File: src/rtl/cga_alu_pkg.sv
// Shared types and constants for the CGA ALU serial datapath blocks.
package cga_alu_pkg;

    localparam int unsigned WIDTH_DFLT = 16;
    localparam int unsigned CNT_W_DFLT = 5;
    localparam int unsigned LEN_W      = 4;
    localparam int unsigned LENX_W     = LEN_W + 1;

    // PARITY keeps its encoding even in builds without the parity option.
    typedef enum logic [1:0] {
        ST_IDLE   = 2'd0,
        ST_SHIFT  = 2'd1,
        ST_PARITY = 2'd2,
        ST_DONE   = 2'd3
    } state_t;

    // LEN field: 1..15 literal, 0 encodes a full 16-bit word.
    function automatic logic [LENX_W-1:0] len_decode(input logic [LEN_W-1:0] len);
        return (len == '0) ? LENX_W'(WIDTH_DFLT) : {1'b0, len};
    endfunction

endpackage

File: src/rtl/cga_alu_bitcnt.sv
// Loadable down-counter with terminal-count flag; decrements only when dec is high.
module cga_alu_bitcnt #(
    parameter int unsigned CNT_W = 5
) (
    input  logic             clk,
    input  logic             rst,
    input  logic             load,
    input  logic [CNT_W-1:0] load_val,
    input  logic             dec,
    output logic [CNT_W-1:0] count,
    output logic             tc
);

    always_ff @(posedge clk) begin
        if (rst) begin
            count <= '0;
        end else if (load) begin
            count <= load_val;
        end else if (dec && (count != '0)) begin
            count <= count - CNT_W'(1);
        end
    end

    assign tc = (count == CNT_W'(1));

endmodule

File: src/rtl/cga_alu_gpr_serout.sv
// MSB-first parallel-to-serial transmitter feeding the GPR left-shift input.
// Optional trailing even-parity bit when CGA_ALU_GPR_SEROUT_PARITY_EN is defined.
module cga_alu_gpr_serout
    import cga_alu_pkg::*;
#(
    parameter int unsigned WIDTH = WIDTH_DFLT,
    parameter int unsigned CNT_W = CNT_W_DFLT
) (
    input  logic             ALUCLK,
    input  logic             RESET,
    input  logic [WIDTH-1:0] DATA_15_0,
    input  logic [LEN_W-1:0] LEN_3_0,
    input  logic             LOAD,
    input  logic             HOLD,
    output logic             READY,
    output logic             SOUT,
    output logic             SHIFTEN,
    output logic             DONE,
    output logic             BUSY
);

    state_t             state_q;
    state_t             state_d;
    logic [WIDTH-1:0]   shreg;
    logic [CNT_W-1:0]   len_eff;
    logic [CNT_W-1:0]   shamt;
    logic [CNT_W-1:0]   cnt;
    logic               cnt_tc;
    logic               load_acc;
    logic               shift_step;

`ifdef CGA_ALU_GPR_SEROUT_PARITY_EN
    logic               par_q;
`endif

    assign len_eff = CNT_W'(len_decode(LEN_3_0));
    assign shamt   = CNT_W'(WIDTH) - len_eff;

    cga_alu_bitcnt #(
        .CNT_W    (CNT_W)
    ) u_bitcnt (
        .clk      (ALUCLK),
        .rst      (RESET),
        .load     (load_acc),
        .load_val (len_eff),
        .dec      (shift_step),
        .count    (cnt),
        .tc       (cnt_tc)
    );

    always_ff @(posedge ALUCLK) begin
        if (RESET) begin
            state_q <= ST_IDLE;
        end else begin
            state_q <= state_d;
        end
    end

    // Left-justify the LEN-bit field so DATA[LEN-1] is the first bit out.
    always_ff @(posedge ALUCLK) begin
        if (RESET) begin
            shreg <= '0;
        end else if (load_acc) begin
            shreg <= DATA_15_0 << shamt;
        end else if (shift_step) begin
            shreg <= {shreg[WIDTH-2:0], 1'b0};
        end
    end

`ifdef CGA_ALU_GPR_SEROUT_PARITY_EN
    always_ff @(posedge ALUCLK) begin
        if (RESET) begin
            par_q <= 1'b0;
        end else if (load_acc) begin
            par_q <= 1'b0;
        end else if (shift_step) begin
            par_q <= par_q ^ shreg[WIDTH-1];
        end
    end
`endif

    always_comb begin
        state_d    = state_q;
        load_acc   = 1'b0;
        shift_step = 1'b0;
        READY      = 1'b0;
        SOUT       = 1'b0;
        SHIFTEN    = 1'b0;
        DONE       = 1'b0;
        BUSY       = 1'b0;
        case (state_q)
            ST_IDLE: begin
                READY = 1'b1;
                if (LOAD) begin
                    load_acc = 1'b1;
                    state_d  = ST_SHIFT;
                end
            end
            ST_SHIFT: begin
                SOUT       = shreg[WIDTH-1];
                SHIFTEN    = !HOLD;
                BUSY       = 1'b1;
                shift_step = !HOLD && (cnt != '0);
                if (shift_step && cnt_tc) begin
`ifdef CGA_ALU_GPR_SEROUT_PARITY_EN
                    state_d = ST_PARITY;
`else
                    state_d = ST_DONE;
`endif
                end
            end
`ifdef CGA_ALU_GPR_SEROUT_PARITY_EN
            ST_PARITY: begin
                SOUT    = par_q;
                SHIFTEN = !HOLD;
                BUSY    = 1'b1;
                if (!HOLD) begin
                    state_d = ST_DONE;
                end
            end
`endif
            ST_DONE: begin
                DONE    = 1'b1;
                state_d = ST_IDLE;
            end
            default: begin
                state_d = ST_IDLE;
            end
        endcase
    end

endmodule

File: config.mk
export PLATFORM = sky130hd
export DESIGN_NAME = cga_alu_gpr_serout
export DESIGN_NICKNAME = d
export VERILOG_FILES = /design/src/rtl/cga_alu_pkg.sv /design/src/rtl/cga_alu_bitcnt.sv /design/src/rtl/cga_alu_gpr_serout.sv
export SDC_FILE = /design/constraint.sdc
export NUM_CORES = 1
export LEC_CHECK = 0
export CORE_MARGIN = 4
export CORE_UTILIZATION = 55
export CTS_BUF_LIST = sky130_fd_sc_hd__clkbuf_4 sky130_fd_sc_hd__clkbuf_8
export DETAILED_ROUTE_END_ITERATION = 10
export PLACE_DENSITY = 0.78
export SYNTH_ARGS = -nofsm -noshare
export SYNTH_HDL_FRONTEND = slang
export SYNTH_SLANG_ARGS = --single-unit
File: constraint.sdc
create_clock -name ALUCLK -period 3.7 [get_ports ALUCLK]
set_input_delay 0.74 -clock ALUCLK [delete_from_list [all_inputs] [get_ports ALUCLK]]
set_output_delay 0.74 -clock ALUCLK [all_outputs]
set_load 0.005 [all_outputs]
==> results.py, run 1 <==
metrics = {
    "worst_setup_path": {
        "startpoint": "LEN_3_0[1]",
        "crit_path_max_fanout": 10,
        "rr_startpoint": "state_q[0]",
        "end_kind": "flop",
        "worstPathCellList": "clkdlybuf4s50_1 -> inv_1 -> ha_1 -> or3b_1 -> nand2_2 -> mux4_2 -> a221oi_1 -> a31oi_1",
        "critPathSlowestCell": "mux4_2",
        "critPathRequiredTime_ns": 3.90,
        "cpPeakStageDelay_ns": 0.56,
        "path_class": "in -> reg",
        "cp_data_arrival_time_ns": 3.42,
        "cp-start-kind": "input pin",
    },
    "cts": {
        "clock_tree.buffer_depth": 2,
        "htreeDepth": 1,
        "cts.sinks": 23,
        "numCtsBuffers": 3,
        "clk_latency_ns": 0.31,
        "post_cts_resized": 0,
        "hold_buffers": 0,
        "cts.clk_slew.worst_paths_ns": 0.13,
        "cts_setup_buffers": 0,
        "cts_tree": "yes",
        "root_buffer": "clkbuf_4",
    },
    "timing": {
        "layout_setup_ws_ns": 0.4800,
        "relSlewSlack_pct": 42.40,
        "fmax_mhz": 310.6,
        "hold_viol": 0,
        "tns_ns": 0,
        "fin_crit_sh_pct": 87.03,
        "worst_pin_slew_ns": 0.8612,
        "setup_viol": 0,
        "rsz0062_at_grt": "no",
        "skew_ns": 0.003171,
        "fin_crit_ns": 3.220,
        "drv_slew": 0,
    },
    "logic_synthesis": {
        "synth_fp_nets": 241,
        "synth.top_cells.by_area": "dfxtp_1 24%, mux4_2 13%, a211oi_1 5.2%",
        "syn-cell-area_mm2": 0.001894,
        "synth_cell_types": 48,
        "synth_top_area_share_pct": 24.31,
        "yosysWarnings": 0,
        "synth-seq-cells": 23,
        "async_flop_share_pct": 0,
        "avgSynthCellArea_um2": 8.894,
        "synth_edf_count": 0,
        "syn_inst": 213,
        "yosys.area.top_type": "dfxtp_1",
        "synth-seq-area-share_pct": 24.31,
        "ys.flop_type": "dfxtp_1",
    },
    "run_status": {
        "status": "completed",
    },
    "finish": {
        "final_common_cell": "clkdlybuf4s50_1",
        "antenna_cells": 0,
        "fillCellCount": 293,
        "layout_common_cells": "28 x clkdlybuf4s50_1, 24 x nor2_1, 23 x dfxtp_1",
        "syn2layout_area_growth_pct": 20.94,
        "drive_gt1_share_pct": 14.40,
        "final_nets": 272,
    },
    "die": {
        "start_util_pct": 56.77,
        "coreArea_mm2": 0.003337,
        "io_pins": 29,
        "dieArea_mm2": 0.004447,
        "fp.dieW_um": 66.69,
        "fp.dieH_um": 66.69,
        "fp-row-count": 21,
    },
    "global_routing": {
        "grt_overflow": 0,
        "grt_max_degree": 25,
        "track_usage_pct": 25.20,
        "grt_pass1_wl_um": 8811,
        "antenna_found_initial": 0,
        "grt_pass1_vias": 1903,
    },
    "power": {
        "p_per_area_mw_per_mm2": 301.3,
        "ir_worst_vdd_mv": 0.1169,
        "p_leak_nw": 0.8032,
    },
    "place": {
        "io_buffer_count": 28,
        "hpwl_um": 4066,
        "place_worst_setup_slack_ns": 0.1492,
        "place_congestion": 0.9265,
    },
    "route": {
        "firstDrtPassIters": 5,
        "via_count": 1926,
        "drc": 0,
        "postRouteAntennaNets": 0,
        "initialDrtViolationCount": 161,
        "routed_wl_um": 5270,
        "viasPerCell": 6.664,
        "avgRoutedWirePerCell_um": 18.24,
    },
    "worst_hold_path": {
        "hold_path.class": "reg -> reg",
        "hp-start": "shreg[0]",
    },
    "job": {
        "drv_cap": 0,
    },
}
[synth_stat cells (all sizes together), types with 3 or more instances]
| library cell | instances |
|---|---|
| nor2 | 24 |
| dfxtp | 23 |
| a211oi | 15 |
| nand2 | 13 |
| clkbuf | 11 |
| mux4 | 11 |
| o21ai | 11 |
| and2 | 9 |
| a32oi | 8 |
| a221oi | 7 |
| nand3 | 7 |
| mux2i | 6 |
| inv | 5 |
| a21oi | 4 |
| a311oi | 4 |
| a31oi | 4 |
| ha | 4 |
| nand2b | 4 |
| nor2b | 4 |
| nor3 | 4 |
| o21bai | 4 |
| a211o | 3 |
| nor4bb | 3 |
| xnor2 | 3 |
[per-stage QoR]
| step | instances | power (mW) | hold slack (ns) | instance area [um2] | util [%] |
|---|---|---|---|---|---|
| after floorplan | 213 | 0.4692 | 0.4364 | 1894 | - |
| after CTS | 289 | 0.6880 | 0.4701 | 2291 | 68.65 |
| after global routing | 289 | 0.7275 | 0.5177 | 2291 | 68.65 |
| after global placement | 285 | 0.5551 | 0.4509 | 2261 | 67.75 |
| after detailed placement | 285 | 0.5650 | 0.4522 | 2261 | 67.75 |
| final | 289 | 0.6902 | 0.4753 | 2291 | 68.65 |
[sequential cells by signal, summed over array words and instances, names as in the netlist]
name	flops
shreg	16
state_q	2
u_bitcnt.count	5
[critical path: cells and delay by family]
family	cells	cell delay [ns]
AOI/OAI and AO/OA	2	0.39
adders and majority gates	1	0.29
buffers and inverters	2	0.60
muxes	1	0.56
and+or+nand+nor	2	0.84
[power by group]
| part | internal, mW | total (mW) | switching [mW] |
|---|---|---|---|
| logic | 0.131 | 0.279 | 0.149 |
| registers | 0.271 | 0.286 | 0.0144 |
| clock network | 0.0494 | 0.126 | 0.0761 |
| total | 0.451 | 0.690 | 0.239 |
[final timing paths]
| check | end | slack [ns] | cells past startpoint |
|---|---|---|---|
| setup / recovery | shreg[12] | 0.48 | 8 |
| hold / removal | shreg[0] | 0.48 | 2 |
| setup reg to reg | shreg[15] | 1.57 | 5 |
| hold reg to reg | shreg[0] | 0.48 | 2 |
[final cells by class]
type                            instances  area (um2)  area share [%]
Inverter                                5       18.77          0.8192
Sequential cell                        23       460.4           20.10
Clock buffer                            4       30.03           1.311
Multi-Input combinational cell        172        1361           59.42
Tap cell                               46       57.56           2.512
Timing Repair Buffer                   39       362.8           15.84
[metal layers]
metal / track usage (%) / wire length [um] / share of wire (%) / vias to the layer above
li1: - / - / - / 897
met1: 34.13 / 2244 / 43 / 928
met2: 42.20 / 2583 / 49 / 87
met3: 3.035 / 354 / 6.7 / 14
met4: 6.599 / 87 / 1.7 / 0
met5: 0 / 0 / 0 / -
[kinds of logic (layout without fill, tap and decap cells)]
kind of cell | after synthesis | in the layout | synth area share [%]
mux | 17 | 17 | 16.25
flops | 23 | 23 | 24.31
compound gates | 68 | 68 | 28.47
xor+xnor | 5 | 5 | 3.105
simple gates | 78 | 78 | 21.40
fa+ha+maj | 4 | 4 | 2.642
buf+inv | 18 | 48 | 3.831
Power figures use the tool's default switching activity.
==> inputs of run 2 (changes only) <==
MAX_ROUTING_LAYER = met4   (was default)
RECOVER_POWER = 25   (was default)
==> run 2 against run 1 <==
- clock power fell by 3%
- sequential power about the same
- critical endpoint is now shreg[11]
- clock skew increased by 0.0024 ns
- final cell count down 0.35%
- global-route usage grew 0.87 points
- total power decreased by 1.2%
- clock-buffer cell count shrank 1
- wire length rose by 0.13%
==> results.py, run 2 (synthesis gave the netlist of run 1 again) <==
metrics = {
    "timing": {
        "drv_slew": 0,
        "skew_ns": 0.005582,
        "worst_pin_slew_ns": 1.177,
        "layout_setup_ws_ns": 0.5128,
        "rsz0062_at_grt": "no",
        "relSlewSlack_pct": 20.67,
        "whs_ns": 0.4907,
        "fmax_mhz": 313.8,
        "setup_viol": 0,
        "tns_ns": 0,
        "fin_crit_ns": 3.187,
        "hold_viol": 0,
        "fin_crit_sh_pct": 86.14,
    },
    "route": {
        "routed_wl_um": 5277,
        "postRouteAntennaNets": 0,
        "drc": 0,
        "viasPerCell": 6.681,
        "avgRoutedWirePerCell_um": 18.32,
        "via_count": 1924,
        "initialDrtViolationCount": 142,
        "firstDrtPassIters": 4,
    },
    "worst_setup_path": {
        "worstPathCellList": "clkdlybuf4s50_1 -> inv_1 -> ha_1 -> or4_1 -> a211o_2 -> a211oi_4 -> a32oi_1 -> a311oi_1",
        "cp-start-kind": "input pin",
        "crit_path_max_fanout": 9,
        "critPathRequiredTime_ns": 3.94,
        "end_kind": "flop",
        "path_class": "in -> reg",
        "critPathSlowestCell": "clkdlybuf4s50_1",
        "cp_data_arrival_time_ns": 3.42,
        "cpPeakStageDelay_ns": 0.54,
    },
    "power": {
        "pwr-share-seq_pct": 42.0,
        "switchingPower_mw": 0.2420,
        "ir_worst_vdd_mv": 0.1248,
        "intPower_mw": 0.4398,
        "power_frac_comb_pct": 40.1,
        "clkPwrFrac_pct": 17.9,
        "p_per_area_mw_per_mm2": 299.4,
        "finalPower_mw": 0.6818,
        "p_leak_nw": 0.8009,
        "swShare_pct": 35.50,
    },
    "cts": {
        "cts_tree": "yes",
        "post_cts_resized": 0,
        "clk_latency_ns": 0.32,
        "htreeDepth": 1,
        "cts_setup_buffers": 0,
        "cts.clk_slew.worst_paths_ns": 0.13,
        "clock_tree.buffer_depth": 2,
        "numCtsBuffers": 3,
        "hold_buffers": 0,
        "cts.sinks": 23,
        "root_buffer": "clkbuf_4",
    },
    "finish": {
        "antenna_cells": 0,
        "final_cell_area_mm2": 0.002277,
        "largest_reg_flops": 16,
        "final_common_cell": "nor2_1",
        "max_flop_register": "shreg",
        "syn2layout_area_growth_pct": 20.21,
        "largestRegisters": "shreg: 16 flops, u_bitcnt.count: 5 flops, state_q: 2 flops",
        "final_nets": 271,
        "layout_common_cells": "24 x nor2_1, 23 x clkdlybuf4s50_1, 23 x dfxtp_1",
        "drive_gt1_share_pct": 13.64,
    },
    "run_status": {
        "status": "completed",
    },
    "die": {
        "fp.dieW_um": 66.69,
        "fp-row-count": 21,
        "coreArea_mm2": 0.003337,
        "dieArea_mm2": 0.004447,
        "fp.dieH_um": 66.69,
        "start_util_pct": 56.77,
        "io_pins": 29,
    },
    "place": {
        "hpwl_um": 4050,
        "placed_area_mm2": 0.002253,
        "io_buffer_count": 28,
        "place_worst_setup_slack_ns": 0.1663,
        "place_congestion": 0.9451,
    },
    "worst_hold_path": {
        "hold_path.class": "reg -> reg",
    },
    "global_routing": {
        "track_usage_pct": 26.07,
        "grt_pass1_wl_um": 8797,
        "grt_pass1_vias": 1816,
        "antenna_found_initial": 0,
        "grt_overflow": 0,
        "grt_max_degree": 25,
    },
    "job": {
        "drv_cap": 0,
    },
}
run 2: changes by cell type in the layout (fill, tap and decap cells not counted), sizes merged:
cell / delta
buf: -1
clkbuf: -1
clkdlybuf4s50: -5
clkinv: +1
dlygate4sd3: +5
run 2: metal layers:
metal  vias to the layer above  part of all wire (%)  global-route usage, %
met5                         -                     0                      -
met2                       100                    48                  40.84
met1                       916                    42                  34.97
met3                        10                   8.0                  2.867
li1                        898                     -                      -
met4                         0                   2.0                  9.137
run 2: layout make-up:
class	instances	area (um2)
clock inverters	1	5.005
clock buffers	3	22.52
repair buffers	38	355.3
fillers	305	1060
multi-input cells	172	1358
well taps	46	57.56
flip-flops and latches	23	460.4
inverters	5	18.77
run 2: worst max-delay path, delay by kind of cell:
family | cells | cell delay [ns]
adders and majority gates | 1 | 0.26
and+or+nand+nor | 1 | 0.51
buffers and inverters | 2 | 0.64
AOI/OAI and AO/OA | 4 | 1.27
run 2: path summary, 6_finish.rpt:
kind                            slack, ns        end  cells after the start               from
worst max-delay path                 0.51  shreg[11]                      8         LEN_3_0[1]
worst min register to register       0.49   shreg[0]                      2           shreg[0]
worst min-delay path                 0.49   shreg[0]                      2           shreg[0]
worst max register to register       0.95  shreg[11]                      5  u_bitcnt.count[2]
run 2: through the flow:
stage | util (%) | std cells
global route | 68.24 | 288
floorplan | - | 213
finish | 68.24 | 288
detailed placement | 67.53 | 284
CTS | 68.35 | 288
global placement | 67.53 | 284
run 2: power by group through the flow:
| stage | clock [mW] | sequential [mW] | combinational [mW] |
|---|---|---|---|
| final | 0.122 | 0.286 | 0.274 |
| after global routing | 0.128 | 0.289 | 0.297 |
| after CTS | 0.120 | 0.286 | 0.273 |
| after detailed placement | 0 | 0.292 | 0.272 |
| after global placement | 0 | 0.290 | 0.266 |
| after floorplan | 0 | 0.287 | 0.182 |
==> inputs of run 3 (changes only) <==
GPL_TIMING_DRIVEN = 0   (was default)
==> run 3 against run 2 <==
- clock-buffer cell count stayed put
- flip-flop and latch count stayed put
- final cell count is 0.69% higher
- highest routed layer unchanged
- worst hold slack worse by 0.019 ns
==> results.py, run 3 (synthesis gave the netlist of run 1 again) <==
metrics = {
    "timing": {
        "fin_crit_sh_pct": 89.11,
        "rsz0062_at_grt": "no",
        "skew_ns": 0.01241,
        "worst_pin_slew_ns": 1.033,
        "whs_ns": 0.4717,
        "layout_setup_ws_ns": 0.4029,
        "relSlewSlack_pct": 30.39,
        "drv_slew": 0,
        "setup_viol": 0,
        "fin_crit_ns": 3.297,
        "fmax_mhz": 303.3,
        "hold_viol": 0,
        "tns_ns": 0,
    },
    "finish": {
        "final_common_cell": "nor2_1",
        "final_cell_area_mm2": 0.002246,
        "fillCellCount": 313,
        "layout_common_cells": "24 x nor2_1, 23 x dfxtp_1, 21 x clkdlybuf4s50_1",
        "drive_gt1_share_pct": 10.25,
        "largest_reg_flops": 16,
        "final_util_pct": 67.30,
        "max_flop_register": "shreg",
        "antenna_cells": 0,
        "largestRegisters": "shreg: 16 flops, u_bitcnt.count: 5 flops, state_q: 2 flops",
        "multiInputGateArea_mm2": 0.001358,
        "final_nets": 273,
        "seq_area_um2": 460.4,
        "syn2layout_area_growth_pct": 18.56,
    },
    "worst_setup_path": {
        "cp_data_arrival_time_ns": 3.54,
        "path_class": "in -> reg",
        "critPathRequiredTime_ns": 3.94,
        "crit_path_max_fanout": 9,
        "end_kind": "flop",
        "cp-start-kind": "input pin",
    },
    "power": {
        "p_per_area_mw_per_mm2": 296.5,
        "p_leak_nw": 0.7701,
        "ir_worst_vdd_mv": 0.1255,
    },
    "place": {
        "io_buffer_count": 27,
        "place_worst_setup_slack_ns": 0.06237,
        "placed_area_mm2": 0.002222,
        "hpwl_um": 3743,
        "place_congestion": 0.9143,
    },
    "global_routing": {
        "grt_overflow": 0,
        "antenna_found_initial": 0,
        "grt_pass1_wl_um": 7928,
        "grt_pass1_vias": 1644,
        "track_usage_pct": 24.04,
        "grt_max_degree": 14,
    },
    "cts": {
        "post_cts_resized": 0,
        "htreeDepth": 1,
        "cts.clk_slew.worst_paths_ns": 0.13,
        "clk_latency_ns": 0.32,
        "cts.sinks": 23,
        "cts_tree": "yes",
        "root_buffer": "clkbuf_4",
        "hold_buffers": 0,
        "clock_tree.buffer_depth": 2,
        "numCtsBuffers": 3,
        "cts_setup_buffers": 0,
    },
    "route": {
        "viasPerCell": 6.414,
        "avgRoutedWirePerCell_um": 16.94,
        "drc": 0,
        "routed_wl_um": 4913,
        "via_count": 1860,
        "initialDrtViolationCount": 218,
        "firstDrtPassIters": 4,
        "postRouteAntennaNets": 0,
    },
    "run_status": {
        "status": "completed",
    },
    "worst_hold_path": {
        "hold_path.class": "reg -> reg",
    },
    "job": {
        "drv_cap": 0,
    },
    "die": {
        "fp-row-count": 21,
        "io_pins": 29,
        "fp.dieW_um": 66.69,
        "coreArea_mm2": 0.003337,
        "start_util_pct": 56.77,
        "fp.dieH_um": 66.69,
        "dieArea_mm2": 0.004447,
    },
}
[run 3: cell count changes in the layout (fill, tap and decap cells not counted), sizes merged]
cell           change
clkbuf            +11
buf                -8
clkdlybuf4s50      -2
dlygate4sd3        +1
[run 3: layout make-up]
class	instances	share of cell area [%]
Timing Repair Buffer	27	12.03
Tap cell	46	2.563
Sequential cell	23	20.50
Clock buffer	3	1.003
Buffer	13	2.396
Multi-Input combinational cell	172	60.45
Clock inverter	1	0.2228
Inverter	5	0.8357
[run 3: path summary, 6_finish.rpt]
kind	start	end	slack [ns]	cells after the start
worst max-delay path	LEN_3_0[0]	shreg[11]	0.40	8
worst min-delay path	shreg[0]	shreg[0]	0.47	2
worst max register to register	u_bitcnt.count[2]	shreg[15]	0.98	6
worst min register to register	shreg[0]	shreg[0]	0.47	2
[run 3: worst max-delay path: stages]
cell	delay [ns]
clkdlybuf4s50_1	0.55
inv_1	0.14
ha_1	0.30
or4_1	0.51
a211o_2	0.38
a211oi_4	0.49
a32oi_1	0.14
a311oi_1	0.28
[run 3: report_power, final]
group	leakage [nW]	switching [mW]	total, mW	internal [mW]
combinational	0.563	0.143	0.263	0.120
sequential	0.190	0.0148	0.286	0.271
clock	0.0177	0.0767	0.117	0.0405
[run 3: stage by stage]
| stage | power [mW] | cells |
|---|---|---|
| 5_1_grt | 0.7034 | 290 |
| 3_3_place_gp | 0.5496 | 286 |
| 6_report | 0.6660 | 290 |
| 2_1_floorplan | 0.4692 | 213 |
| 3_5_place_dp | 0.5516 | 286 |
| 4_1_cts | 0.6639 | 290 |
[run 3: per-layer routing]
metal  global-route usage, %  wire (um)  vias up  share of wire, %
li1                        -          -      897                 -
met1                   33.99       2275      882                46
met2                   35.27       2202       75                45
met3                   2.192        343        6               7.0
met4                   9.645         91        0               1.9
met5                       -          0        -                 0
